==> src/rtl/shift_reg_reader.sv <==
// -----------------------------------------------------------------------------
// shift_reg_reader
//
// Parallel-in/serial-out reader for a 74HC165-style input shift register. It is
// the receive-side counterpart of the 595-style ShiftReg output driver and uses
// the same i_Enable / o_Ready handshake.
//
// A frame is: parallel load (SH/LD low), settle, then N_BITS shift periods.
// Each shift period has a low half, which ends by sampling QH, and a high half,
// whose rising SRCLK edge makes the device present the next bit. The first bit
// sampled is the device's H bit and ends up as the MSB of o_Data.
//
// Parameters:
//   N_BITS   bits captured per frame (1..32)
//   CLK_DIV  system clocks per SRCLK half-period and per load/settle phase;
//            must be >= 3 so that QH has crossed the synchronizer before sampling
//
// Ports:
//   i_clk     system clock (48 MHz)
//   i_rst     asynchronous reset, active high
//   i_Enable  start request, accepted only while o_Ready=1
//   o_Ready   idle and able to accept i_Enable (also high in the DONE cycle)
//   o_Data    last captured word, MSB = first bit shifted out
//   o_Valid   one-cycle pulse when o_Data updates
//   o_SHLD    SH/LD to the device, low = parallel load
//   o_SRCLK   shift clock to the device, shifts on the rising edge
//   i_SER     QH from the device, asynchronous to i_clk
//
// Build option:
//   SHIFTREG_READER_CHANGE_EN  when defined, o_Valid pulses only if the newly
//                              captured word differs from the current o_Data.
//                              o_Data and o_Ready timing are unaffected.
// -----------------------------------------------------------------------------
module shift_reg_reader #(
  parameter int unsigned N_BITS  = 8,
  parameter int unsigned CLK_DIV = 4
) (
  input  logic              i_clk,
  input  logic              i_rst,
  input  logic              i_Enable,
  output logic              o_Ready,
  output logic [N_BITS-1:0] o_Data,
  output logic              o_Valid,
  output logic              o_SHLD,
  output logic              o_SRCLK,
  input  logic              i_SER
);

  localparam int unsigned PhaseW = (CLK_DIV > 1) ? $clog2(CLK_DIV) : 1;
  localparam int unsigned BitW   = $clog2(N_BITS + 1);

  localparam logic [PhaseW-1:0] PhaseLast = PhaseW'(CLK_DIV - 1);
  localparam logic [PhaseW-1:0] PhaseOne  = PhaseW'(1);
  localparam logic [BitW-1:0]   BitsTotal = BitW'(N_BITS);
  localparam logic [BitW-1:0]   BitOne    = BitW'(1);

  typedef enum logic [2:0] {
    StIdle,
    StLoad,
    StSettle,
    StShiftLo,
    StShiftHi,
    StDone
  } state_e;

  state_e              state_q;
  logic [PhaseW-1:0]   phase_q, phase_d;
  logic [BitW-1:0]     bit_cnt_q, bit_cnt_inc;
  logic [N_BITS-1:0]   cap_q, cap_d;
  logic [N_BITS-1:0]   data_q;
  logic                ready_q, valid_q, shld_q, srclk_q;
  logic                ser_meta_q, ser_sync_q;
  logic                busy, tick, new_valid;

  // ---------------------------------------------------------------------------
  // QH synchronizer: QH changes relative to SRCLK, which the device sees through
  // board wiring, so it is treated as fully asynchronous here.
  // ---------------------------------------------------------------------------
  always_ff @(posedge i_clk or posedge i_rst) begin
    if (i_rst) begin
      ser_meta_q <= 1'b0;
      ser_sync_q <= 1'b0;
    end else begin
      ser_meta_q <= i_SER;
      ser_sync_q <= ser_meta_q;
    end
  end

  // ---------------------------------------------------------------------------
  // Phase counter and datapath helpers
  // ---------------------------------------------------------------------------
  always_comb begin
    busy = (state_q == StLoad) || (state_q == StSettle) ||
           (state_q == StShiftLo) || (state_q == StShiftHi);
    tick = busy && (phase_q == PhaseLast);
    // The counter restarts on every tick so each timed state lasts CLK_DIV cycles.
    phase_d = (busy && !tick) ? (phase_q + PhaseOne) : '0;

    bit_cnt_inc = bit_cnt_q + BitOne;

    // Left shift: the first sampled bit travels up to the MSB.
    cap_d = (cap_q << 1) | N_BITS'(ser_sync_q);

`ifdef SHIFTREG_READER_CHANGE_EN
    // o_Data still holds the previous word (reset value 0 for the first frame).
    new_valid = (cap_q != data_q);
`else
    new_valid = 1'b1;
`endif
  end

  // ---------------------------------------------------------------------------
  // Frame FSM. All outputs are registered and set on the transition into the
  // state that owns them, so SH/LD and SRCLK never toggle in the same cycle.
  // ---------------------------------------------------------------------------
  always_ff @(posedge i_clk or posedge i_rst) begin
    if (i_rst) begin
      state_q   <= StIdle;
      phase_q   <= '0;
      bit_cnt_q <= '0;
      cap_q     <= '0;
      data_q    <= '0;
      ready_q   <= 1'b1;
      valid_q   <= 1'b0;
      shld_q    <= 1'b1;
      srclk_q   <= 1'b0;
    end else begin
      phase_q <= phase_d;
      valid_q <= 1'b0;

      case (state_q)
        StIdle: begin
          if (i_Enable) begin
            state_q <= StLoad;
            ready_q <= 1'b0;
            shld_q  <= 1'b0;
          end
        end

        StLoad: begin
          if (tick) begin
            state_q <= StSettle;
            shld_q  <= 1'b1;
          end
        end

        StSettle: begin
          if (tick) begin
            state_q   <= StShiftLo;
            bit_cnt_q <= '0;
          end
        end

        StShiftLo: begin
          // Sample at the end of the low half; QH has been stable for at least
          // CLK_DIV cycles by now, which covers the synchronizer delay.
          if (tick) begin
            cap_q   <= cap_d;
            state_q <= StShiftHi;
            srclk_q <= 1'b1;
          end
        end

        StShiftHi: begin
          if (tick) begin
            bit_cnt_q <= bit_cnt_inc;
            srclk_q   <= 1'b0;
            if (bit_cnt_inc == BitsTotal) begin
              state_q <= StDone;
              ready_q <= 1'b1;
              data_q  <= cap_q;
              valid_q <= new_valid;
            end else begin
              state_q <= StShiftLo;
            end
          end
        end

        StDone: begin
          // o_Ready is already high here, so a held i_Enable chains frames
          // back-to-back without passing through IDLE.
          if (i_Enable) begin
            state_q <= StLoad;
            ready_q <= 1'b0;
            shld_q  <= 1'b0;
          end else begin
            state_q <= StIdle;
          end
        end

        default: begin
          state_q <= StIdle;
          ready_q <= 1'b1;
          shld_q  <= 1'b1;
          srclk_q <= 1'b0;
        end
      endcase
    end
  end

  assign o_Ready = ready_q;
  assign o_Data  = data_q;
  assign o_Valid = valid_q;
  assign o_SHLD  = shld_q;
  assign o_SRCLK = srclk_q;

endmodule

==> config.mk <==
export PLATFORM = sky130hd
export DESIGN_NAME = shift_reg_reader
export DESIGN_NICKNAME = d
export VERILOG_FILES = /design/src/rtl/shift_reg_reader.sv
export SDC_FILE = /design/constraint.sdc
export NUM_CORES = 1
export LEC_CHECK = 0
export BUFFER_PORTS_ARGS = -buffer_cell sky130_fd_sc_hd__buf_4
export CORE_MARGIN = 4
export CORE_UTILIZATION = 55
export CTS_CLUSTER_DIAMETER = 30
export DETAILED_ROUTE_END_ITERATION = 8
export PLACE_DENSITY_LB_ADDON = 0.12
export SYNTH_ARGS = -nofsm -noshare
export SYNTH_HDL_FRONTEND = slang
export SYNTH_SLANG_ARGS = --single-unit
==> constraint.sdc <==
create_clock -name i_clk -period 4.5 [get_ports i_clk]
set_input_delay 1.35 -clock i_clk [delete_from_list [all_inputs] [get_ports i_clk]]
set_output_delay 1.35 -clock i_clk [all_outputs]
set_load 0.05 [all_outputs]
; ---- Word-level counts from Yosys, hierarchy flattened
; Index checks and enable logic that the tools add are counted.
[word_totals]
register_bits = 31
input_bits = 4
out_inout_bits = 12
wordCells = 73
[classes]
addsub = 2
eq_ne = 14
mux = 23
bitwise_logic = 4
n_reduce_logical = 19
[op_table]
columns = op, count
row1 = 3-bit 2-to-1 mux, 6
row2 = 3-bit case mux with 6 select lines, 1
row3 = 3-bit AND reduction, 4
row4 = 2-bit != test (second input constant), 5
row5 = 1-bit 2-to-1 mux, 9
row6 = 1-bit case mux with 3 select lines, 3
row7 = 4-bit 2-to-1 mux, 2
row8 = 8-bit by 1-bit bitwise OR with 8-bit output, 1
row9 = 4-bit case mux with 2 select lines, 1
row10 = 3-bit by 2-bit == test with 1-bit output (second input constant), 2
row11 = 3-bit == test (second input constant), 2
row12 = 3-bit OR reduction, 2
row13 = 5-bit AND reduction, 1
row14 = 4-bit by 1-bit adder with 4-bit output (second input constant), 1
row15 = 4-bit == test (second input constant), 1
row16 = 2-bit by 1-bit != test with 1-bit output (second input constant), 2
row17 = 4-bit AND reduction, 1
row18 = 4-bit OR reduction, 1
row19 = 3-bit by 1-bit == test with 1-bit output (second input constant), 1
row20 = 3-bit zero test, 1
row21 = 1-bit logical OR, 3
row22 = 1-bit NOT, 3
row23 = 2-bit by 1-bit adder with 2-bit output (second input constant), 1
row24 = 2-bit == test (second input constant), 1
row25 = other kinds (6), 7

; ---- Longest topological paths before layout
; Gate-level depths: netlist (run 1).
[depth]
ltp_word = 8
mapped_depth = 6
depth_no_buf = 5

; ---- Least setup slack after synthesis (run 1)
; Ideal clock, no wire load.
[synth_timing]
kind = reg-to-output
from = register ready_q (netlist: o_Ready)
to = output o_Ready
arrival_ns = 0.689
required_time_ns = 3.150
slack_ns = 2.461
stages_incl_launch_ff = 1
path_buffers = 0
cell_sequence = dfstp_2
[synth_rtl]
columns = item, line
row1 = start: declaration, 71  ; logic ready_q, valid_q, shld_q, srclk_q;
row2 = start signal: assignment, 123  ; ready_q <= 1'b1;
row3 = start signal: assignment, 135  ; ready_q <= 1'b0;
row4 = start signal: assignment, 170  ; ready_q <= 1'b1;
row5 = end: declaration, 41  ; output logic o_Ready,
; No word-level cell between the ends.

; ---- Worst setup path in the final report (run 1)
[layout_timing]
from = register ready_q (netlist: o_Ready)
to = output o_Ready
; No word-level cell between the ends.

==> results_dict.tcl, run 1 <==
set metrics [dict create \
    yosys.area.top_type "dfrtp_1" \
    drc_errors 0 \
    min_to "ser_sync_q$_DFF_PP0_" \
    h-tree-depth 2 \
    status "completed" \
    fillCellCount 178 \
    vias_per_cell 6.067 \
    crit_type "reg -> out" \
    cellPowerDensity_nw_per_um2 299.2 \
    wl_mm 2.547 \
    synth.most_common_cell "dfrtp_1" \
    fmax_ghz 0.4087 \
    hp-class "reg -> reg" \
    drtIter0Drc 35 \
    postRouteAntennaNets 0 \
    routedWlPerCell_microns 15.44 \
    p_leak_nw 0.7593 \
    synth-async-reset-ratio_pct 100.0 \
    path_cells "buf_4" \
    crit_required_ns 3.15 \
    start_util_pct 60.40 \
    hpwl_mm 1.787 \
    numPortBuffers 15 \
    fp.dieArea_sq_um 3391 \
    ctsHoldBuffers 0 \
    r2r-start "phase_q[0]$_DFF_PP0_" \
    worstPathArrival_ns 1.10 \
    ys_types 32 \
    overflow 0 \
    reg2reg_depth 4 \
    num_vias 1001 \
    yosysSeqAreaShare_pct 56.09 \
    coreArea_sq_um 2297 \
    netlist.area_leader.share_pct 52.30 \
    clkLatencyLatePin_ns 0.33 \
    relSlewSlack_pct 25.07 \
    clkTransAtPathRegs_ns 0.08 \
    syn_area_per_cell_sq_um 11.56 \
    cts.sinks 31 \
    cap_violations 0 \
    tns_ns 0 \
    crit_fanout 5 \
    holdPathStages 0 \
    die_y_microns 58.23 \
    ys.flop_type "dfrtp_1" \
    r2r_slack_ns 2.31 \
    setup_violations 0 \
    grt_setup_unrepaired "false" \
    peakVddDrop_mv 0.2573 \
    grt_max_degree 32 \
    crit_start "o_Ready$_DFFE_PP1P_" \
    fin_total_pwr_uw 472.8 \
    slowest_stage "dfstp_2" \
    grtUsageTotal_pct 17.18 \
    max_stage_delay_ns 0.57 \
    n_antenna_cell 0 \
    seq_area_sq_um 778.2 \
    chipWidth_microns 58.23 \
    ys_top_cells_by_area "dfrtp_1, mux2_2, dfstp_2, nand2_1, o21ai_0" \
    grt_pass1_vias 945 \
    layout.nets 142 \
    io_pins 16 \
    fin_crit_sh_pct 54.37 \
    multiInputGateArea_sq_um 570.5 \
    post_cts_resized 0 \
    yosysWarnings 0 \
    cp.buffers_inverters 1 \
    drt_pass1_iterations 4 \
    synth.cell_area_sq_um 1388 \
    synth_edf_count 0 \
    final_layout_size_suffix_gt1_share_pct 30.66 \
    cts_tree "built" \
    final_hold_viol_count 0 \
    cts_buffers 5 \
    tightestPinTransition_ns 1.123 \
    areaGrowthSynthToFinish_pct 13.89 \
    place_congestion 0.7493 \
    crit_path_start_kind "flip-flop" \
    cts_buffer_depth 2 \
    syn_nets 126 \
    drv_slew 0 \
    std_cell_rows 17 \
    r2r_end "o_Data[7]$_DFFE_PP0P_" \
    cts_root_buffer "clkbuf_4" \
    place_inst 157 \
    period_needed_ns 2.447 \
    min_from "ser_meta_q$_DFF_PP0_" \
    crit_family "flip-flops" \
    ys_ff_latch 31 \
    post_cts_buffers 0 \
    synth_common_cells "dfrtp_1, mux2_2, nand2_1" \
    antenna_found_initial 0 \
    cp-end-kind "output pin" \
    netlist_instances 120 \
    grt_pass1_wl_mm 4.305 \
    finalClockSkew_ns 0.01064 \
    fin_cells 165 \
]
## sequential cells by signal, indices dropped and copies added, names as in the netlist
register	cells
cap_q	8
o_Ready	1
ser_meta_q	1
o_Data	8
o_Valid	1
phase_q	2
o_SRCLK	1
state_q	3
o_SHLD	1
ser_sync_q	1
bit_cnt_q	4
## routing by layer
layer  part of all wire, %  global-route usage, %  vias up
li1                      -                      -      463
met1                    42                  22.09      499
met2                    49                  24.68       30
met3                   6.0                  6.904        9
met4                   2.9                  9.272        0
met5                     0                      0        -
## logic make-up (layout without fill, tap and decap cells)
| family | Yosys count | count (layout) | share of synthesized area [%] |
|---|---|---|---|
| buf+inv | 10 | 27 | 2.795 |
| flops | 31 | 31 | 56.09 |
| mux | 17 | 17 | 13.80 |
| xor+xnor | 1 | 1 | 0.6313 |
| compound gates | 31 | 31 | 14.16 |
| simple gates | 28 | 28 | 10.73 |
| fa+ha+maj | 2 | 2 | 1.803 |
## through the flow
stage | setup slack (ns) | hold WS, ns | util (%) | instance area [sq um]
after CTS | 2.042 | 0.3585 | 68.79 | 1580
after global placement | 2.094 | 0.3402 | 65.80 | 1511
after detailed placement | 2.099 | 0.3387 | 65.80 | 1511
after global routing | 2.005 | 0.3730 | 68.79 | 1580
final | 2.053 | 0.3617 | 68.79 | 1580
after floorplan | 2.461 | 0.3312 | - | 1388
## final cells by class
type,instances,area share (%)
Clock buffer,8,4.355
Timing Repair Buffer,15,7.126
Multi-Input combinational cell,79,36.10
Sequential cell,31,49.25
Inverter,4,0.9501
Tap cell,28,2.217
## power breakdown
group / internal (mW) / switching [mW] / leakage (nW) / total, mW
clock network: 0.0918 / 0.0875 / 0.0386 / 0.179
registers: 0.282 / 0.00166 / 0.385 / 0.283
logic: 0.00366 / 0.00654 / 0.336 / 0.0102
## worst max path at each step
| stage | depth (start not counted) | to |
|---|---|---|
| 2_1_floorplan | 0 | o_Ready |
| 3_3_place_gp | 2 | o_SRCLK$_DFFE_PP0P_ |
| 3_5_place_dp | 2 | o_SRCLK$_DFFE_PP0P_ |
| 4_1_cts | 1 | o_Ready |
| 5_1_grt | 1 | o_Ready |
| 6_report | 1 | o_Ready |
## cell usage in the layout, fill, tap and decap left out
cell type,netlist,final
o22ai_1,3,3
o21bai_1,1,1
o311ai_0,1,1
o31ai_1,1,1
a21o_1,1,1
a21oi_1,7,7
nor3b_1,1,1
o22a_1,1,1
a211o_1,1,1
inv_1,4,4
a21boi_0,1,1
a221oi_1,1,1
a22o_1,2,2
a2bb2oi_1,1,1
nor2b_1,1,1
nor4b_1,1,1
clkbuf_4,0,5
ha_1,2,2
dfstp_2,2,2
o21ai_0,9,9
and3b_1,1,1
nand2_1,13,13
nand3_1,2,2
mux2_2,17,17
clkbuf_1,5,1
clkbuf_8,0,2
nand2b_1,2,2
nor2_1,4,4
xor2_1,1,1
dfrtp_1,29,29
nor4_4,1,1
buf_4,0,15
nor3_1,2,2
a31oi_1,1,1
Power figures use the tool's default switching activity.
==> inputs of run 2 (changes only) <==
CORE_UTILIZATION = 51   (was 55)
clock period = 2.1 ns   (was 4.5 ns; I/O delays follow)
==> run 2 against run 1 <==
Compared with the run above: sequential power increased by 110%; critical path depth increased by 3; highest routed layer unchanged; core utilization decreased by 5.6 points; setup slack got worse by 1.9 ns; via count decreased by 3.3%; global-route usage decreased by 0.43 points; total power increased by 100%; clock power increased by 77%.
==> results_dict.tcl, run 2 (same netlist as run 1, synthesis figures left out) <==
set metrics [dict create \
    crit_type "reg -> reg" \
    crit_family "simple AND/OR/NAND/NOR gates" \
    cellPowerDensity_nw_per_um2 588.9 \
    multiInputGateArea_sq_um 570.5 \
    place_congestion 0.8039 \
    ctsHoldBuffers 0 \
    die_y_microns 60.16 \
    hpwl_mm 1.729 \
    post_cts_buffers 0 \
    h-tree-depth 2 \
    final_layout_size_suffix_gt1_share_pct 32.17 \
    drv_slew 0 \
    setup_violations 0 \
    tns_ns 0 \
    fmax_ghz 0.5149 \
    start_util_pct 54.52 \
    tightestPinTransition_ns 0.6322 \
    cp-end-kind "flip-flop" \
    grt_pass1_vias 924 \
    fp.dieArea_sq_um 3619 \
    numPortBuffers 15 \
    vias_per_cell 5.595 \
    clkTransAtPathRegs_ns 0.09 \
    cts_buffers 5 \
    grtUsageTotal_pct 16.74 \
    most-common-layout-cells "dfrtp_1, buf_4, mux2_2" \
    routedWlPerCell_microns 14.31 \
    crit_required_ns 2.30 \
    std_cell_rows 18 \
    postRouteAntennaNets 0 \
    path_cells "nand3_1 > xor2_1 > nor4_4 > mux2_2" \
    max_stage_delay_ns 0.63 \
    grt_pass1_wl_mm 4.264 \
    drt_pass1_iterations 5 \
    status "completed" \
    post_cts_resized 0 \
    utilization_pct 63.18 \
    n_antenna_cell 0 \
    chipWidth_microns 60.16 \
    cts_tree "built" \
    cts_root_buffer "clkbuf_4" \
    relSlewSlack_pct 57.53 \
    fin_crit_sh_pct 92.48 \
    final_area_sq_um 1608 \
    num_vias 968 \
    place_area_sq_um 1559 \
    hp-class "reg -> reg" \
    crit_path_start_kind "flip-flop" \
    final_hold_viol_count 0 \
    antenna_found_initial 0 \
    seq_area_sq_um 778.2 \
    cap_violations 0 \
    coreArea_sq_um 2545 \
    fin_total_pwr_uw 946.8 \
    grt_max_degree 32 \
    period_needed_ns 1.942 \
    overflow 0 \
    worstPathArrival_ns 2.15 \
    drc_errors 0 \
    grt_setup_unrepaired "false" \
    areaGrowthSynthToFinish_pct 15.87 \
    crit_fanout 9 \
    peakVddDrop_mv 0.5902 \
    p_leak_nw 0.7755 \
    clkLatencyLatePin_ns 0.33 \
    io_pins 16 \
    finalClockSkew_ns 0.01461 \
    layout.nets 148 \
    cts.sinks 31 \
    cts_buffer_depth 2 \
    wl_mm 2.475 \
    drtIter0Drc 40 \
    final_common_cell "dfrtp_1" \
    slowest_stage "nor4_4" \
    cp.buffers_inverters 0 \
    fillCellCount 216 \
]
==> run 2: changes by cell type in the layout (fill, tap and decap cells not counted), sizes merged <==
| cell | before | now |
|---|---|---|
| buf | 15 | 21 |
==> run 2: per-stage QoR <==
stage | hold slack, ns | cells | setup slack [ns]
4_1_cts | 0.3614 | 173 | 0.1814
3_3_place_gp | 0.3461 | 165 | 0.2369
6_report | 0.3590 | 173 | 0.1579
5_1_grt | 0.3773 | 173 | 0.05429
2_1_floorplan | 0.3312 | 120 | 0.4323
3_5_place_dp | 0.3434 | 165 | 0.1917
==> run 2: final timing paths <==
kind	cells after the start	to	from	slack, ns
setup reg to reg	4	o_Data[1]$_DFFE_PP0P_	bit_cnt_q[0]$_DFFE_PP0P_	0.16
hold reg to reg	0	ser_sync_q$_DFF_PP0_	ser_meta_q$_DFF_PP0_	0.36
min in group asynchronous	3	bit_cnt_q[3]$_DFFE_PP0P_	i_rst	0.38
setup / recovery	4	o_Data[1]$_DFFE_PP0P_	bit_cnt_q[0]$_DFFE_PP0P_	0.16
hold / removal	0	ser_sync_q$_DFF_PP0_	ser_meta_q$_DFF_PP0_	0.36
max in group asynchronous	3	o_Ready$_DFFE_PP1P_	i_rst	1.39
==> run 2: final cells by class <==
type,instances,area share (%)
sequential,31,48.40
inverter,4,0.9339
tap,30,2.335
multi-input combinational,79,35.49
timing repair buffer,21,9.805
clock buffer,8,3.035
==> run 2: routing by layer <==
layer	track usage, %	share of wire (%)
met5	0	0
met4	9.177	2.3
met3	7.343	4.8
met2	24.38	48
met1	20.66	45
==> run 2: where the power goes <==
group          leakage, nW  switching, mW  total (mW)  internal, mW
clock               0.0265          0.183       0.316         0.133
sequential           0.385        0.00391       0.607         0.603
combinational        0.364         0.0144      0.0236       0.00915
